## src/rtl/expr_pkg.sv

```systemverilog
// Shared types and ASCII constants for the serial expression recognizer.
package expr_pkg;

    typedef enum logic [2:0] {
        S_IDLE = 3'd0,
        S_NUM  = 3'd1,
        S_OPER = 3'd2,
        S_RPAR = 3'd3,
        S_ERR  = 3'd4
    } state_t;

    typedef enum logic [2:0] {
        CC_DIG = 3'd0,
        CC_OP  = 3'd1,
        CC_LP  = 3'd2,
        CC_RP  = 3'd3,
        CC_BAD = 3'd4
    } char_class_t;

    localparam logic [7:0] ASC_0     = 8'h30;
    localparam logic [7:0] ASC_9     = 8'h39;
    localparam logic [7:0] ASC_PLUS  = 8'h2B;
    localparam logic [7:0] ASC_MINUS = 8'h2D;
    localparam logic [7:0] ASC_STAR  = 8'h2A;
    localparam logic [7:0] ASC_SLASH = 8'h2F;
    localparam logic [7:0] ASC_LP    = 8'h28;
    localparam logic [7:0] ASC_RP    = 8'h29;

endpackage

```

## src/rtl/expr_char_class.sv

```systemverilog
// Combinational character classifier; disabled operators fall into the BAD class.
module expr_char_class
    import expr_pkg::*;
#(
    parameter bit ALLOW_SUB = 1'b1,
    parameter bit ALLOW_DIV = 1'b1
) (
    input  logic [7:0] i_char,
    output logic [2:0] o_class
);

    always_comb begin
        o_class = CC_BAD;
        if (i_char >= ASC_0 && i_char <= ASC_9) begin
            o_class = CC_DIG;
        end else if (i_char == ASC_PLUS || i_char == ASC_STAR) begin
            o_class = CC_OP;
        end else if (ALLOW_SUB && i_char == ASC_MINUS) begin
            o_class = CC_OP;
        end else if (ALLOW_DIV && i_char == ASC_SLASH) begin
            o_class = CC_OP;
        end else if (i_char == ASC_LP) begin
            o_class = CC_LP;
        end else if (i_char == ASC_RP) begin
            o_class = CC_RP;
        end
    end

endmodule

```

## src/rtl/expr_recognizer.sv

```systemverilog
// Serial recognizer for arithmetic expressions with multi-digit operands and nested parentheses.
// Input handshake: a character is consumed on every rising edge where in_valid=1; there is no ready.
module expr_recognizer
    import expr_pkg::*;
#(
    parameter int unsigned DEPTH_W    = 3,
    parameter int unsigned MAX_DIGITS = 4,
    parameter bit          ALLOW_SUB  = 1'b1,
    parameter bit          ALLOW_DIV  = 1'b1
) (
    input  logic               clk,
    input  logic               clr_n,
    input  logic               restart,
    input  logic               in_valid,
    input  logic [7:0]         in,
    output logic               out,
    output logic               err,
    output logic [DEPTH_W-1:0] depth,
    output logic [7:0]         op_cnt,
    output logic [2:0]         dbg_state
);

    localparam logic [DEPTH_W-1:0] DEPTH_MAX = '1;
    localparam logic [3:0]         DIG_MAX   = 4'(MAX_DIGITS);

    state_t             r_state;
    logic [3:0]         r_dig_cnt;
    logic [DEPTH_W-1:0] r_depth;
    logic [7:0]         r_op_cnt;

    state_t             w_state_nxt;
    logic [3:0]         w_dig_cnt_nxt;
    logic [DEPTH_W-1:0] w_depth_nxt;
    logic [7:0]         w_op_cnt_nxt;
    logic [7:0]         w_op_inc;
    logic [2:0]         w_class_raw;
    char_class_t        w_class;

    expr_char_class #(
        .ALLOW_SUB (ALLOW_SUB),
        .ALLOW_DIV (ALLOW_DIV)
    ) u_char_class (
        .i_char  (in),
        .o_class (w_class_raw)
    );

    assign w_class  = char_class_t'(w_class_raw);
    assign w_op_inc = (r_op_cnt == 8'hFF) ? r_op_cnt : r_op_cnt + 8'd1;

    always_ff @(posedge clk or negedge clr_n) begin
        if (!clr_n) begin
            r_state   <= S_IDLE;
            r_dig_cnt <= 4'd0;
            r_depth   <= '0;
            r_op_cnt  <= 8'd0;
        end else begin
            r_state   <= w_state_nxt;
            r_dig_cnt <= w_dig_cnt_nxt;
            r_depth   <= w_depth_nxt;
            r_op_cnt  <= w_op_cnt_nxt;
        end
    end

    // Any path into S_ERR leaves the counters at their defaults, which freezes them.
    always_comb begin
        w_state_nxt   = r_state;
        w_dig_cnt_nxt = r_dig_cnt;
        w_depth_nxt   = r_depth;
        w_op_cnt_nxt  = r_op_cnt;
        if (restart) begin
            w_state_nxt   = S_IDLE;
            w_dig_cnt_nxt = 4'd0;
            w_depth_nxt   = '0;
            w_op_cnt_nxt  = 8'd0;
        end else if (in_valid) begin
            case (r_state)
                S_IDLE, S_OPER: begin
                    case (w_class)
                        CC_DIG: begin
                            w_state_nxt   = S_NUM;
                            w_dig_cnt_nxt = 4'd1;
                        end
                        CC_LP: begin
                            if (r_depth == DEPTH_MAX) begin
                                w_state_nxt = S_ERR;
                            end else begin
                                w_state_nxt = S_OPER;
                                w_depth_nxt = r_depth + 1'b1;
                            end
                        end
                        default: w_state_nxt = S_ERR;
                    endcase
                end
                S_NUM: begin
                    case (w_class)
                        CC_DIG: begin
                            if (r_dig_cnt == DIG_MAX) begin
                                w_state_nxt = S_ERR;
                            end else begin
                                w_dig_cnt_nxt = r_dig_cnt + 4'd1;
                            end
                        end
                        CC_OP: begin
                            w_state_nxt  = S_OPER;
                            w_op_cnt_nxt = w_op_inc;
                        end
                        CC_RP: begin
                            if (r_depth == '0) begin
                                w_state_nxt = S_ERR;
                            end else begin
                                w_state_nxt = S_RPAR;
                                w_depth_nxt = r_depth - 1'b1;
                            end
                        end
                        default: w_state_nxt = S_ERR;
                    endcase
                end
                S_RPAR: begin
                    case (w_class)
                        CC_OP: begin
                            w_state_nxt  = S_OPER;
                            w_op_cnt_nxt = w_op_inc;
                        end
                        CC_RP: begin
                            if (r_depth == '0) begin
                                w_state_nxt = S_ERR;
                            end else begin
                                w_depth_nxt = r_depth - 1'b1;
                            end
                        end
                        default: w_state_nxt = S_ERR;
                    endcase
                end
                default: w_state_nxt = S_ERR;
            endcase
        end
    end

    always_comb begin
        err       = (r_state == S_ERR);
        out       = ((r_state == S_NUM) || (r_state == S_RPAR)) && (r_depth == '0);
        depth     = r_depth;
        op_cnt    = r_op_cnt;
        dbg_state = r_state;
    end

endmodule
```

## config.mk

```make
export PLATFORM = sky130hd
export DESIGN_NAME = expr_recognizer
export DESIGN_NICKNAME = d
export VERILOG_FILES = /design/src/rtl/expr_pkg.sv /design/src/rtl/expr_char_class.sv /design/src/rtl/expr_recognizer.sv
export SDC_FILE = /design/constraint.sdc
export NUM_CORES = 1
export LEC_CHECK = 0
export BUFFER_PORTS_ARGS = -buffer_cell sky130_fd_sc_hd__clkbuf_2
export CORE_MARGIN = 2
export CORE_UTILIZATION = 48
export CTS_CLUSTER_SIZE = 40
export DETAILED_ROUTE_END_ITERATION = 10
export PLACE_DENSITY = 0.75
export SYNTH_ARGS = -nofsm -noshare
export SYNTH_HDL_FRONTEND = slang
export SYNTH_HIERARCHICAL = 1
export SYNTH_SLANG_ARGS = --single-unit
```

## constraint.sdc

```tcl
create_clock -name clk -period 1.9 [get_ports clk]
set_input_delay 0.19 -clock clk [delete_from_list [all_inputs] [get_ports clk]]
set_output_delay 0.19 -clock clk [all_outputs]
set_load 0.05 [all_outputs]
```

Word-level counts from Yosys, hierarchy flattened

Cells that the tools add are included.

Add/subtract/negate cells: 4
Magnitude comparators: 2
Eq/ne operators: 26
Mux-type cells: 34
Reduce and logical (&&, ||, !) cells: 18

Operators with widths:

| kind                                                 | number |
|---|---|
| 2-to-1 mux 3 bit                                     | 18 |
| equality test 8 x 6 -> 1 bit (second input constant) | 6 |
| 2-to-1 mux 8 bit                                     | 5 |
| 2-to-1 mux 4 bit                                     | 5 |
| case mux 3 bit (2 select lines)                      | 3 |
| case mux 3 bit (3 select lines)                      | 2 |
| equality test 3 x 2 -> 1 bit (second input constant) | 4 |
| != test 3 bit (second input constant)                | 4 |
| zero test 3 bit                                      | 3 |
| adder 8 x 1 -> 8 bit (second input constant)         | 1 |
| equality test 8 bit (second input constant)          | 1 |
| >= comparator 8 x 6 -> 1 bit (second input constant) | 1 |
| <= comparator 8 x 6 -> 1 bit (second input constant) | 1 |
| != test 4 bit (second input constant)                | 2 |
| case mux 4 bit (2 select lines)                      | 1 |
| equality test 3 x 1 -> 1 bit (second input constant) | 2 |
| equality test 3 bit (second input constant)          | 2 |
| != test 3 x 2 -> 1 bit (second input constant)       | 2 |
| AND reduction 6 bit                                  | 1 |
| nonzero test 2 bit                                   | 3 |
| nonzero test 3 bit                                   | 2 |
| AND reduction 5 bit                                  | 1 |
| adder 4 x 1 -> 4 bit (second input constant)         | 1 |
| equality test 4 x 3 -> 1 bit (second input constant) | 1 |
| other kinds (9)                                      | 12 |

Register bits: 18
Bits of input ports: 12
Output and inout port bits: 16
Word-level logic and storage cells: 88

Longest topological paths before layout

Gate-level depths: netlist (run 1).

Depth after elaboration: 12
Depth in mapped cells: 10
Depth with buffers taken out: 8

Cells and area by module

The synthesis (run 1) kept the hierarchy.

By module, submodules not included:

| module          | instances | cells an instance | area each (µm²) | seq. area each (µm²) |
|---|---|---|---|---|
| expr_recognizer | 1         | 125               | 1137.3          | 450.4 |
| expr_char_class | 1         | 11                | 66.3            | 0.0 |

Least setup slack after synthesis (run 1)

OpenSTA, ideal clock, no wires.

Kind: input to register
Start point: input port in[7]
End point: register r_dig_cnt[3]
Setup time: 0.078 ns
Arrival: 2.002 ns
Path slack: -0.179 ns
Stages: 9
Path buffers: 1
Cells stage by stage: nor3b_2 > o21ai_0 > a21o_1 > or2_1 > buf_6 > nor4b_4 > nand4_1 > or4_1 > a21oi_1

Cells in the longest elaborated chain, start to end: 10
Elaborated cells between the ends (all ways): 20

RTL lines:

| item                                                                     | RTL line                                     | source |
|---|---|---|
| from (decl)                                                              | expr_recognizer.sv:15                        | `input logic [7:0] in,` |
| equality test 8 x 6 -> 1 bit                                             | expr_char_class.sv:24                        | `end else if (i_char == ASC_RP) begin` |
| 2-to-1 mux 3 bit                                                         | expr_char_class.sv:24                        |  |
| 2-to-1 mux 3 bit                                                         | expr_char_class.sv:22                        | `end else if (i_char == ASC_LP) begin` |
| 2-to-1 mux 3 bit                                                         | expr_char_class.sv:20                        | `end else if (ALLOW_DIV && i_char == ASC_SLASH) begin` |
| 2-to-1 mux 3 bit                                                         | expr_char_class.sv:18                        | `end else if (ALLOW_SUB && i_char == ASC_MINUS) begin` |
| 2-to-1 mux 3 bit                                                         | expr_char_class.sv:16                        | `end else if (i_char == ASC_PLUS \|\| i_char == ASC_STAR) begin` |
| 2-to-1 mux 3 bit (*)                                                     | expr_char_class.sv:14                        | `if (i_char >= ASC_0 && i_char <= ASC_9) begin` |
| via w_class[2]                                                           | expr_recognizer.sv:37                        | `char_class_t w_class;` |
| zero test 3 bit (*)                                                      | expr_recognizer.sv:78, expr_recognizer.sv:95 |  |
| != test 3 bit (no line) / != test 3 x 2 -> 1 bit (equally long branches) | --                                           |  |
| AND reduction 5 bit (no line) (*)                                        | --                                           |  |
| to (signal assigned)                                                     | expr_recognizer.sv:58                        | `r_dig_cnt <= w_dig_cnt_nxt;` |
| to (decl)                                                                | expr_recognizer.sv:27                        | `logic [3:0] r_dig_cnt;` |

Mark *: on every way through the listed nets, which the timed path passes. The rest lies on a longest branch.
A chain may end at the register's enable or synchronous reset.

Worst setup path after layout (run 1)

Start point: register r_dig_cnt[0]
End point: register r_dig_cnt[3]

Cells in the longest elaborated chain, start to end: 6
Elaborated cells between the ends (all ways): 9

RTL lines:

| item                            | RTL line               | source |
|---|---|---|
| adder 4 x 1 -> 4 bit            | expr_recognizer.sv:100 | `w_dig_cnt_nxt = r_dig_cnt + 4'd1;` |
| 2-to-1 mux 4 bit                | expr_recognizer.sv:97  | `if (r_dig_cnt == DIG_MAX) begin` |
| 2-to-1 mux 4 bit                | expr_recognizer.sv:95  | `case (w_class)` |
| case mux 4 bit (2 select lines) | expr_recognizer.sv:76  | `case (r_state)` |
| 2-to-1 mux 4 bit                | expr_recognizer.sv:75  | `end else if (in_valid) begin` |
| 2-to-1 mux 4 bit                | expr_recognizer.sv:70  | `if (restart) begin` |

Several ways; a longest one is shown, not always the timed one. The select of a mux whose other input is x is not followed.

==> results of run 1 <==
kinds of logic after synthesis:
kind of cell | Yosys count | synth area share
buffers and inverters | 14 | 0.0509
XOR/XNOR | 8 | 0.0582
adder cells (fa/ha/maj) | 4 | 0.0478
AO/OA/AOI/OAI | 32 | 0.168
multiplexers | 1 | 0.00935
flip-flops | 18 | 0.374
AND/OR/NAND/NOR | 59 | 0.291
state kept, by name (all words and copies together) (netlist names):
register / count
r_dig_cnt: 4
depth: 3
op_cnt: 8
dbg_state: 3
stage by stage:
step	total power, mW	utilization	setup TNS (ns)	cell area, um^2
2_1_floorplan	0.452	-	-0.201	1260
3_3_place_gp	0.503	0.647	-1.05	1570
5_1_grt	0.737	0.673	-0.143	1640
3_5_place_dp	0.506	0.647	-1.96	1570
4_1_cts	0.706	0.662	-0.0392	1610
6_report	0.700	0.673	-0.0370	1640
layout make-up:
| cell class | count | share of cell area |
|---|---|---|
| Clock buffer | 4 | 0.0160 |
| Inverter | 10 | 0.0229 |
| Multi-Input combinational cell | 104 | 0.461 |
| Sequential cell | 18 | 0.278 |
| Tap cell | 30 | 0.0229 |
| Timing Repair Buffer | 52 | 0.199 |
cell usage after synthesis, drive strengths merged:
| library cell | number | share of area |
|---|---|---|
| a21o | 1 | 0.0062 |
| a21oi | 11 | 0.046 |
| a221oi | 1 | 0.0073 |
| a22oi | 1 | 0.0062 |
| a311o | 1 | 0.0083 |
| a311oi | 1 | 0.012 |
| a31oi | 2 | 0.010 |
| a32o | 2 | 0.017 |
| a41oi | 1 | 0.0073 |
| and2b | 1 | 0.0073 |
| and3b | 1 | 0.0073 |
| buf | 2 | 0.014 |
| clkbuf | 2 | 0.0062 |
| dfrtp | 18 | 0.37 |
| fa | 1 | 0.017 |
| ha | 3 | 0.031 |
| inv | 10 | 0.031 |
| mux2 | 1 | 0.0094 |
| nand2 | 7 | 0.022 |
| nand2b | 2 | 0.010 |
| nand3 | 6 | 0.025 |
| nand4 | 2 | 0.010 |
| nor2 | 17 | 0.053 |
| nor2b | 2 | 0.010 |
| nor3 | 8 | 0.042 |
| nor3b | 2 | 0.017 |
| nor4 | 2 | 0.016 |
| nor4b | 3 | 0.039 |
| o211ai | 1 | 0.0062 |
| o21ai | 10 | 0.042 |
| or2 | 2 | 0.010 |
| or3 | 3 | 0.016 |
| or4 | 1 | 0.0062 |
| xnor2 | 8 | 0.058 |
power breakdown:
part,leakage [nW],switching [mW],internal [mW]
clock,0.0150,0.116,0.0819
combinational,0.451,0.0682,0.0438
sequential,0.244,0.00345,0.386
final timing paths:
path,cells past startpoint,slack (ns),endpoint,from
setup / recovery,7,-0.04,r_dig_cnt[3],r_dig_cnt[0]
hold / removal,3,0.20,r_dig_cnt[1],in_valid
setup reg to reg,7,-0.04,r_dig_cnt[3],r_dig_cnt[0]
hold reg to reg,1,0.56,dbg_state[2],dbg_state[2]
max in group asynchronous,2,1.19,depth[0],clr_n
min in group asynchronous,2,0.36,r_dig_cnt[1],clr_n
layer usage:
metal,global-route usage,vias up,wire [um]
met1,0.250,588,1300
met3,0.0389,10,137
li1,-,587,-
met4,0.154,0,95
met2,0.384,35,1470
met5,0,-,0
timing repair:
item | in CTS | in global routing
gates cloned | 0 | 0
gates resized for setup | 0 | 6
hold buffers | 1 | 0
pin swaps | 0 | 6
setup endpoints to repair | 1 | 4
setup buffers | 0 | 2
hold endpoints to repair | 18 | 0
worst max-delay path, stage by stage (launching register included):
cell and delay, ns:
dfrtp_1 0.37, inv_2 0.05, ha_2 0.18, and3b_2 0.23
nor4b_4 0.32, nand4_1 0.14, or4_4 0.44, a21oi_2 0.15
==> results.sh, run 1 <==
export IMPL_layout_cells_non_filler=218
export IMPL_vias=1220
export IMPL_coreArea_um2=2430
export IMPL_tritoncts_num_sinks=18
export IMPL_status="complete, but fails checks"
export IMPL_grt_overflow_total=0
export IMPL_drive_above_1_share=0.410
export IMPL_sequential_share_of_the_synthesized_area=0.374
export IMPL_globalRouteTotalUtil=0.224
export IMPL_finalCriticalPeriod_ns=1.94
export IMPL_largest_net_degree_at_the_start_of_global_routing=19
export IMPL_synthesis_yosys_warnings=6
export IMPL_crit_fanout=2
export IMPL_pwr_density_cell_nw_per_um2=427
export IMPL_failing_checks="negative setup slack"
export IMPL_multi_input_comb_area_um2=756
export IMPL_total_iterations_of_the_first_detailed_routing_run=4
export IMPL_first_global_vias=1122
export IMPL_critical_path_startpoint_type="flop"
export IMPL_initial_utilization=0.495
export IMPL_vias_per_cell=5.60
export IMPL_wire_length_of_the_first_global_routing_pass_mm=4.53
export IMPL_nFillCells=206
export IMPL_synthesis_area_um2=1200
export IMPL_port_buffers=27
export IMPL_most_frequent_standard_cell_in_the_layout_excluding_fill_and_tap_cells="clkbuf_2"
export IMPL_wirelength_mm=3.00
export IMPL_seqCellArea_um2=455
export IMPL_worst_slack_on_hold_paths_ns=0.196
export IMPL_final_hold_viol_count=0
export IMPL_max_slew_worst_pin_slew_ns=0.457
export IMPL_most_frequent_cells_in_the_layout="27 x clkbuf_2, 24 x buf_4, 16 x nor2_1"
export IMPL_grt_antenna_before_repair=0
export IMPL_routabilityCongestion=0.907
export IMPL_diodes=0
export IMPL_dieArea_um2=2920
export IMPL_pre_cts_slack_ns=-0.205
export IMPL_wl_per_cell_um=13.7
export IMPL_ios=28
export IMPL_rsz0062_at_grt="true"
export IMPL_cts_inserted_buffers=3
export IMPL_final_setup_viol_count=1
export IMPL_static_leakage_power_nw=0.710
export IMPL_worstSetupPathType="flop to flop"
export IMPL_synth_ff_latch_count=18
export IMPL_fp_dieW_um=54.1
export IMPL_final_setup_worst_slack_ns=-0.0370
export IMPL_period_utilisation_layout=1.02
export IMPL_holdCritPathClass="input pin to flop"
export IMPL_synthDistinctLibCells=40
export IMPL_cp_data_arrival_time_ns=2.17
export IMPL_ir_drop_mv=0.421
export IMPL_max_cap_violations=0
export IMPL_drt_iter0_drc=25
export IMPL_dp_wirelength_mm=2.31
export IMPL_clk_root_buf="clkbuf_4"
export IMPL_syn_instance_count=136
export IMPL_finalClockSkew_ns=0.00862
export IMPL_synthToLayoutAreaGrowth_pct=36.1
export IMPL_clock_fmax_mhz=516
export IMPL_synth_avg_cell_area_um2=8.85
export IMPL_route_detailed_drc=0
export IMPL_slew_limit_headroom=0.695
export IMPL_cts_clk_slew_worst_paths_ns=0.10
export IMPL_critical_path_required_ns=2.13
export IMPL_detail_route_antenna_nets=0
export IMPL_timing_final_max_slew_violations=0
export IMPL_h_tree_depth=1
export IMPL_tritoncts="built"
export IMPL_max_clock_path_buffers=2
export IMPL_dpl_cell_count=211
export IMPL_clock_insertion_delay_worst_skew_ns=0.30
export IMPL_critical_path_endpoint_type="flop"
export IMPL_die_h_um=54.1
export IMPL_postSynthNetCount=152
export IMPL_fin_nets=205
export IMPL_floorplan_rows=18
Power figures use the tool's default switching activity.
==> inputs of run 2 (changes only) <==
CORE_ASPECT_RATIO = 1.25   (was unset)
GPL_TIMING_DRIVEN = 0   (was unset)
==> run 2 against run 1 <==
Net effect: the run now ends clean; clock-buffer cell count is the same; routed wire length shrank 5.4%; non-clock buffer count shrank 11; core utilization shrank 1.7 points; largest cell class unchanged.
==> results.sh, run 2 (synthesis gave the netlist of run 1 again) <==
export IMPL_crit_fanout=3
export IMPL_dp_wirelength_mm=2.03
export IMPL_timing_critical_path_slowest_stage_cell="or4_1"
export IMPL_route_detailed_drc=0
export IMPL_setup_worst_path_end="r_dig_cnt[3]"
export IMPL_fin_nets=194
export IMPL_globalRouteTotalUtil=0.201
export IMPL_cts_clk_slew_worst_paths_ns=0.10
export IMPL_final_setup_worst_slack_ns=0.0446
export IMPL_coreArea_um2=2400
export IMPL_max_slew_worst_pin_slew_ns=0.474
export IMPL_diodes=0
export IMPL_tritoncts_num_sinks=18
export IMPL_finalCriticalPeriod_ns=1.86
export IMPL_most_frequent_cells_in_the_layout="25 x clkbuf_2, 16 x nor2_1, 14 x dfrtp_1"
export IMPL_setup_tns_ns=0
export IMPL_pwr_density_cell_nw_per_um2=453
export IMPL_worst_slack_on_hold_paths_ns=0.224
export IMPL_timing_reg2reg_setup_slack_ns=0.04
export IMPL_ios=28
export IMPL_max_cap_violations=0
export IMPL_cp_startpoint="r_dig_cnt[0]"
export IMPL_die_h_um=60.0
export IMPL_port_buffers=26
export IMPL_critical_path_endpoint_type="flop"
export IMPL_detail_route_antenna_nets=0
export IMPL_drt_iter0_drc=32
export IMPL_status="finished, final reports clean"
export IMPL_clk_root_buf="clkbuf_4"
export IMPL_dieArea_um2=2930
export IMPL_rsz0062_at_grt="true"
export IMPL_wire_length_of_the_first_global_routing_pass_mm=4.60
export IMPL_placement_cell_area_um2=1440
export IMPL_dpl_cell_count=195
export IMPL_cts_inserted_buffers=3
export IMPL_worstSetupPathType="flop to flop"
export IMPL_grt_antenna_before_repair=0
export IMPL_floorplan_rows=20
export IMPL_grt_overflow_total=0
export IMPL_static_leakage_power_nw=0.659
export IMPL_slew_limit_headroom=0.684
export IMPL_initial_utilization=0.501
export IMPL_h_tree_depth=1
export IMPL_largest_net_degree_at_the_start_of_global_routing=19
export IMPL_wl_per_cell_um=13.5
export IMPL_period_utilisation_layout=0.977
export IMPL_first_global_vias=1117
export IMPL_total_iterations_of_the_first_detailed_routing_run=4
export IMPL_critical_path_cell_chain="inv_1 -> ha_1 -> and3b_1 -> nor4b_4 -> nand4_1 -> or4_1 -> a21oi_2"
export IMPL_finalClockSkew_ns=0.00372
export IMPL_wirelength_mm=2.84
export IMPL_critical_path_required_ns=2.12
export IMPL_clock_insertion_delay_worst_skew_ns=0.29
export IMPL_holdCritPathClass="input pin to flop"
export IMPL_most_frequent_standard_cell_in_the_layout_excluding_fill_and_tap_cells="clkbuf_2"
export IMPL_critical_path_startpoint_type="flop"
export IMPL_tritoncts="built"
export IMPL_clock_fmax_mhz=539
export IMPL_final_hold_viol_count=0
export IMPL_vias_per_cell=5.56
export IMPL_largest_reg_flops=8
export IMPL_r2r_start="r_dig_cnt[0]"
export IMPL_totalPowerFinal_uw=715
export IMPL_final_setup_viol_count=0
export IMPL_fp_dieW_um=48.8
export IMPL_ir_drop_mv=0.378
export IMPL_fin_area_um2=1580
export IMPL_reg2reg_to="r_dig_cnt[3]"
export IMPL_timing_final_max_slew_violations=0
export IMPL_pre_cts_slack_ns=-0.435
export IMPL_drive_above_1_share=0.362
export IMPL_count_of_cells_along_the_worst_register_to_register_path=7
export IMPL_vias=1167
export IMPL_layout_cells_non_filler=210
export IMPL_cp_slowest_stage_delay_ns=0.45
export IMPL_layout_core_utilization=0.657
export IMPL_max_clock_path_buffers=2
export IMPL_cp_data_arrival_time_ns=2.08
export IMPL_synthToLayoutAreaGrowth_pct=31.1
export IMPL_routabilityCongestion=0.874
-- run 2: worst min-delay path by stage --
stage	from	endpoint	slack, ns	cells after the start
after floorplan	clr_n	dbg_state[0]	-0.11	0
after global placement	clr_n	r_dig_cnt[1]	0.15	1
after detailed placement	clr_n	r_dig_cnt[1]	0.15	1
after CTS	in_valid	r_dig_cnt[1]	0.21	3
after global routing	in_valid	r_dig_cnt[1]	0.24	3
final	in_valid	r_dig_cnt[1]	0.22	3
-- run 2: cell type report --
type                            count  area, um^2
Fill cell                         206         825
Multi-Input combinational cell    104         763
Sequential cell                    18         455
Timing Repair Buffer               39         236
Tap cell                           33        41.3
Inverter                           10        37.5
Clock buffer                        4        36.3
Buffer                              2        7.51
-- run 2: repair_timing --
| item | 4_1_cts | 5_1_grt |
|---|---|---|
| pin swaps | 2 | 8 |
| hold buffers | 1 | 0 |
| setup buffers | 3 | 9 |
| gates resized for setup | 1 | 8 |
| endpoints found under the hold margin | 18 | 0 |
| setup endpoints to repair | 4 | 14 |
-- run 2: metal layers --
layer / global-route usage / wire, um
met1: 0.245 / 1160
met2: 0.342 / 1500
met3: 0.0200 / 143
met4: 0.131 / 38
met5: 0 / 0
-- run 2: where the power goes --
part           switching, mW  leakage, nW  internal, mW
Sequential           0.00389        0.244         0.386
Combinational         0.0654        0.395        0.0334
Clock                  0.110       0.0210         0.117
Total                  0.179        0.659         0.536
-- run 2: critical path, delay by kind of cell, from the launching register on --
family	cells	cell delay (ns)
buf+inv	1	0.07
flops	1	0.36
simple gates	4	1.03
fa+ha+maj	1	0.19
compound gates	1	0.15
==> inputs of run 3 (changes only) <==
CORE_UTILIZATION = 53   (was 48)
GPL_ROUTABILITY_DRIVEN = 1   (was unset)
PLACE_DENSITY = 0.79   (was 0.75)
clock period = 2.03 ns   (was 1.9 ns; I/O delays follow)
==> run 3 against run 2 <==
Net effect: critical endpoint is now depth[2]; flip-flop and latch count unchanged; design area down 7.5%; critical path depth fell by 2; maximum frequency is 5.1% lower; clock-buffer cell count decreased by 1; via count down 3.8%; highest routed layer unchanged; final cell count shrank 5.2%; clock skew is essentially flat.
==> results.sh, run 3 (synthesis gave the netlist of run 1 again) <==
export IMPL_critical_path_required_ns=2.25
export IMPL_static_leakage_power_nw=0.595
export IMPL_clock_fmax_mhz=512
export IMPL_synthToLayoutAreaGrowth_pct=21.2
export IMPL_cts_clk_slew_worst_paths_ns=0.09
export IMPL_slew_limit_headroom=0.637
export IMPL_pwr_density_cell_nw_per_um2=424
export IMPL_routabilityCongestion=0.922
export IMPL_first_global_vias=1025
export IMPL_largest_net_degree_at_the_start_of_global_routing=19
export IMPL_port_buffers=26
export IMPL_detail_route_antenna_nets=0
export IMPL_finalCriticalPeriod_ns=1.95
export IMPL_grt_antenna_before_repair=0
export IMPL_cp_data_arrival_time_ns=2.17
export IMPL_totalPowerFinal_uw=618
export IMPL_tritoncts="built"
export IMPL_most_frequent_standard_cell_in_the_layout_excluding_fill_and_tap_cells="clkbuf_2"
export IMPL_critical_path_endpoint_type="flop"
export IMPL_whs_path_depth=3
export IMPL_h_tree_depth=1
export IMPL_wl_per_cell_um=12.9
export IMPL_route_detailed_drc=0
export IMPL_diodes=0
export IMPL_crit_fanout=9
export IMPL_grt_overflow_total=0
export IMPL_tritoncts_num_sinks=18
export IMPL_largest_reg_flops=8
export IMPL_critical_path_startpoint_type="flop"
export IMPL_fp_dieW_um=46.6
export IMPL_die_h_um=57.3
export IMPL_final_setup_viol_count=0
export IMPL_final_hold_viol_count=0
export IMPL_clk_root_buf="clkbuf_4"
export IMPL_finalClockSkew_ns=0.00368
export IMPL_max_clock_path_buffers=2
export IMPL_max_cap_violations=0
export IMPL_coreArea_um2=2190
export IMPL_dp_wirelength_mm=1.96
export IMPL_status="finished, final reports clean"
export IMPL_wire_length_of_the_first_global_routing_pass_mm=4.12
export IMPL_total_iterations_of_the_first_detailed_routing_run=4
export IMPL_worstSetupPathType="flop to flop"
export IMPL_drive_above_1_share=0.280
export IMPL_floorplan_rows=19
export IMPL_setup_tns_ns=0
export IMPL_cts_inserted_buffers=3
export IMPL_vias_per_cell=5.64
export IMPL_fin_nets=186
export IMPL_most_frequent_cells_in_the_layout="26 x clkbuf_2, 17 x dfrtp_1, 16 x nor2_1"
export IMPL_ios=28
export IMPL_initial_utilization=0.550
export IMPL_dieArea_um2=2670
export IMPL_timing_final_max_slew_violations=0
export IMPL_globalRouteTotalUtil=0.206
export IMPL_max_slew_worst_pin_slew_ns=0.541
export IMPL_clock_insertion_delay_worst_skew_ns=0.29
export IMPL_drt_iter0_drc=11
export IMPL_holdCritPathClass="input pin to flop"
export IMPL_vias=1123
export IMPL_wirelength_mm=2.56
export IMPL_ir_drop_mv=0.392
export IMPL_period_utilisation_layout=0.963
export IMPL_rsz0062_at_grt="true"
export IMPL_count_of_cells_along_the_worst_register_to_register_path=5
-- run 3: routing by layer --
metal | GRT usage | routed length [um]
met1 | 0.253 | 1070
met4 | 0.103 | 56
met3 | 0.0222 | 118
met2 | 0.347 | 1320
met5 | 0 | 0
-- run 3: worst max-delay path: stages, from the launching register on --
cell and delay, ns:
dfrtp_2 0.47, or2_1 0.30, a311oi_2 0.35, o211ai_1 0.23
or3_1 0.40, a21oi_1 0.14
-- run 3: worst paths after layout --
| path | from | end | slack (ns) |
|---|---|---|---|
| hold reg to reg | r_dig_cnt[3] | r_dig_cnt[3] | 0.57 |
| max in group asynchronous | clr_n | dbg_state[0] | 1.33 |
| hold / removal | in_valid | r_dig_cnt[1] | 0.25 |
| min in group asynchronous | clr_n | op_cnt[3] | 0.37 |
| setup reg to reg | dbg_state[0] | depth[2] | 0.08 |
| setup / recovery | dbg_state[0] | depth[2] | 0.08 |
-- run 3: stage by stage --
| step | util | area (um^2) | hold WS (ns) | worst slack [ns] | cells |
|---|---|---|---|---|---|
| 2_1_floorplan | - | 1230 | -0.0926 | 0.0128 | 136 |
| 3_3_place_gp | 0.639 | 1400 | 0.153 | -0.243 | 193 |
| 3_5_place_dp | 0.639 | 1400 | 0.160 | -0.296 | 193 |
| 4_1_cts | 0.657 | 1440 | 0.232 | 0.0216 | 198 |
| 5_1_grt | 0.667 | 1460 | 0.265 | -0.0243 | 199 |
| 6_report | 0.667 | 1460 | 0.246 | 0.0756 | 199 |
-- run 3: power breakdown --
| part | total, mW | leakage [nW] | internal (mW) | switching, mW |
|---|---|---|---|---|
| combinational | 0.0854 | 0.333 | 0.0272 | 0.0583 |
| sequential | 0.365 | 0.248 | 0.361 | 0.00375 |
| clock | 0.168 | 0.0138 | 0.0689 | 0.0991 |
| total | 0.618 | 0.595 | 0.457 | 0.161 |
-- run 3: cell type report --
type	instances	area [um^2]
buffer	4	30.0
clock buffer	3	22.5
fill	186	728
inverter	10	37.5
multi-input combinational	104	723
sequential	18	452
tap	31	38.8
timing repair buffer	29	155
-- run 3: timing repair --
action	CTS	global route
pin swaps	1	1
hold buffers	1	0
gates resized for setup	0	4
endpoints found under the hold margin	18	0
setup buffers	1	1
setup endpoints to repair	1	8
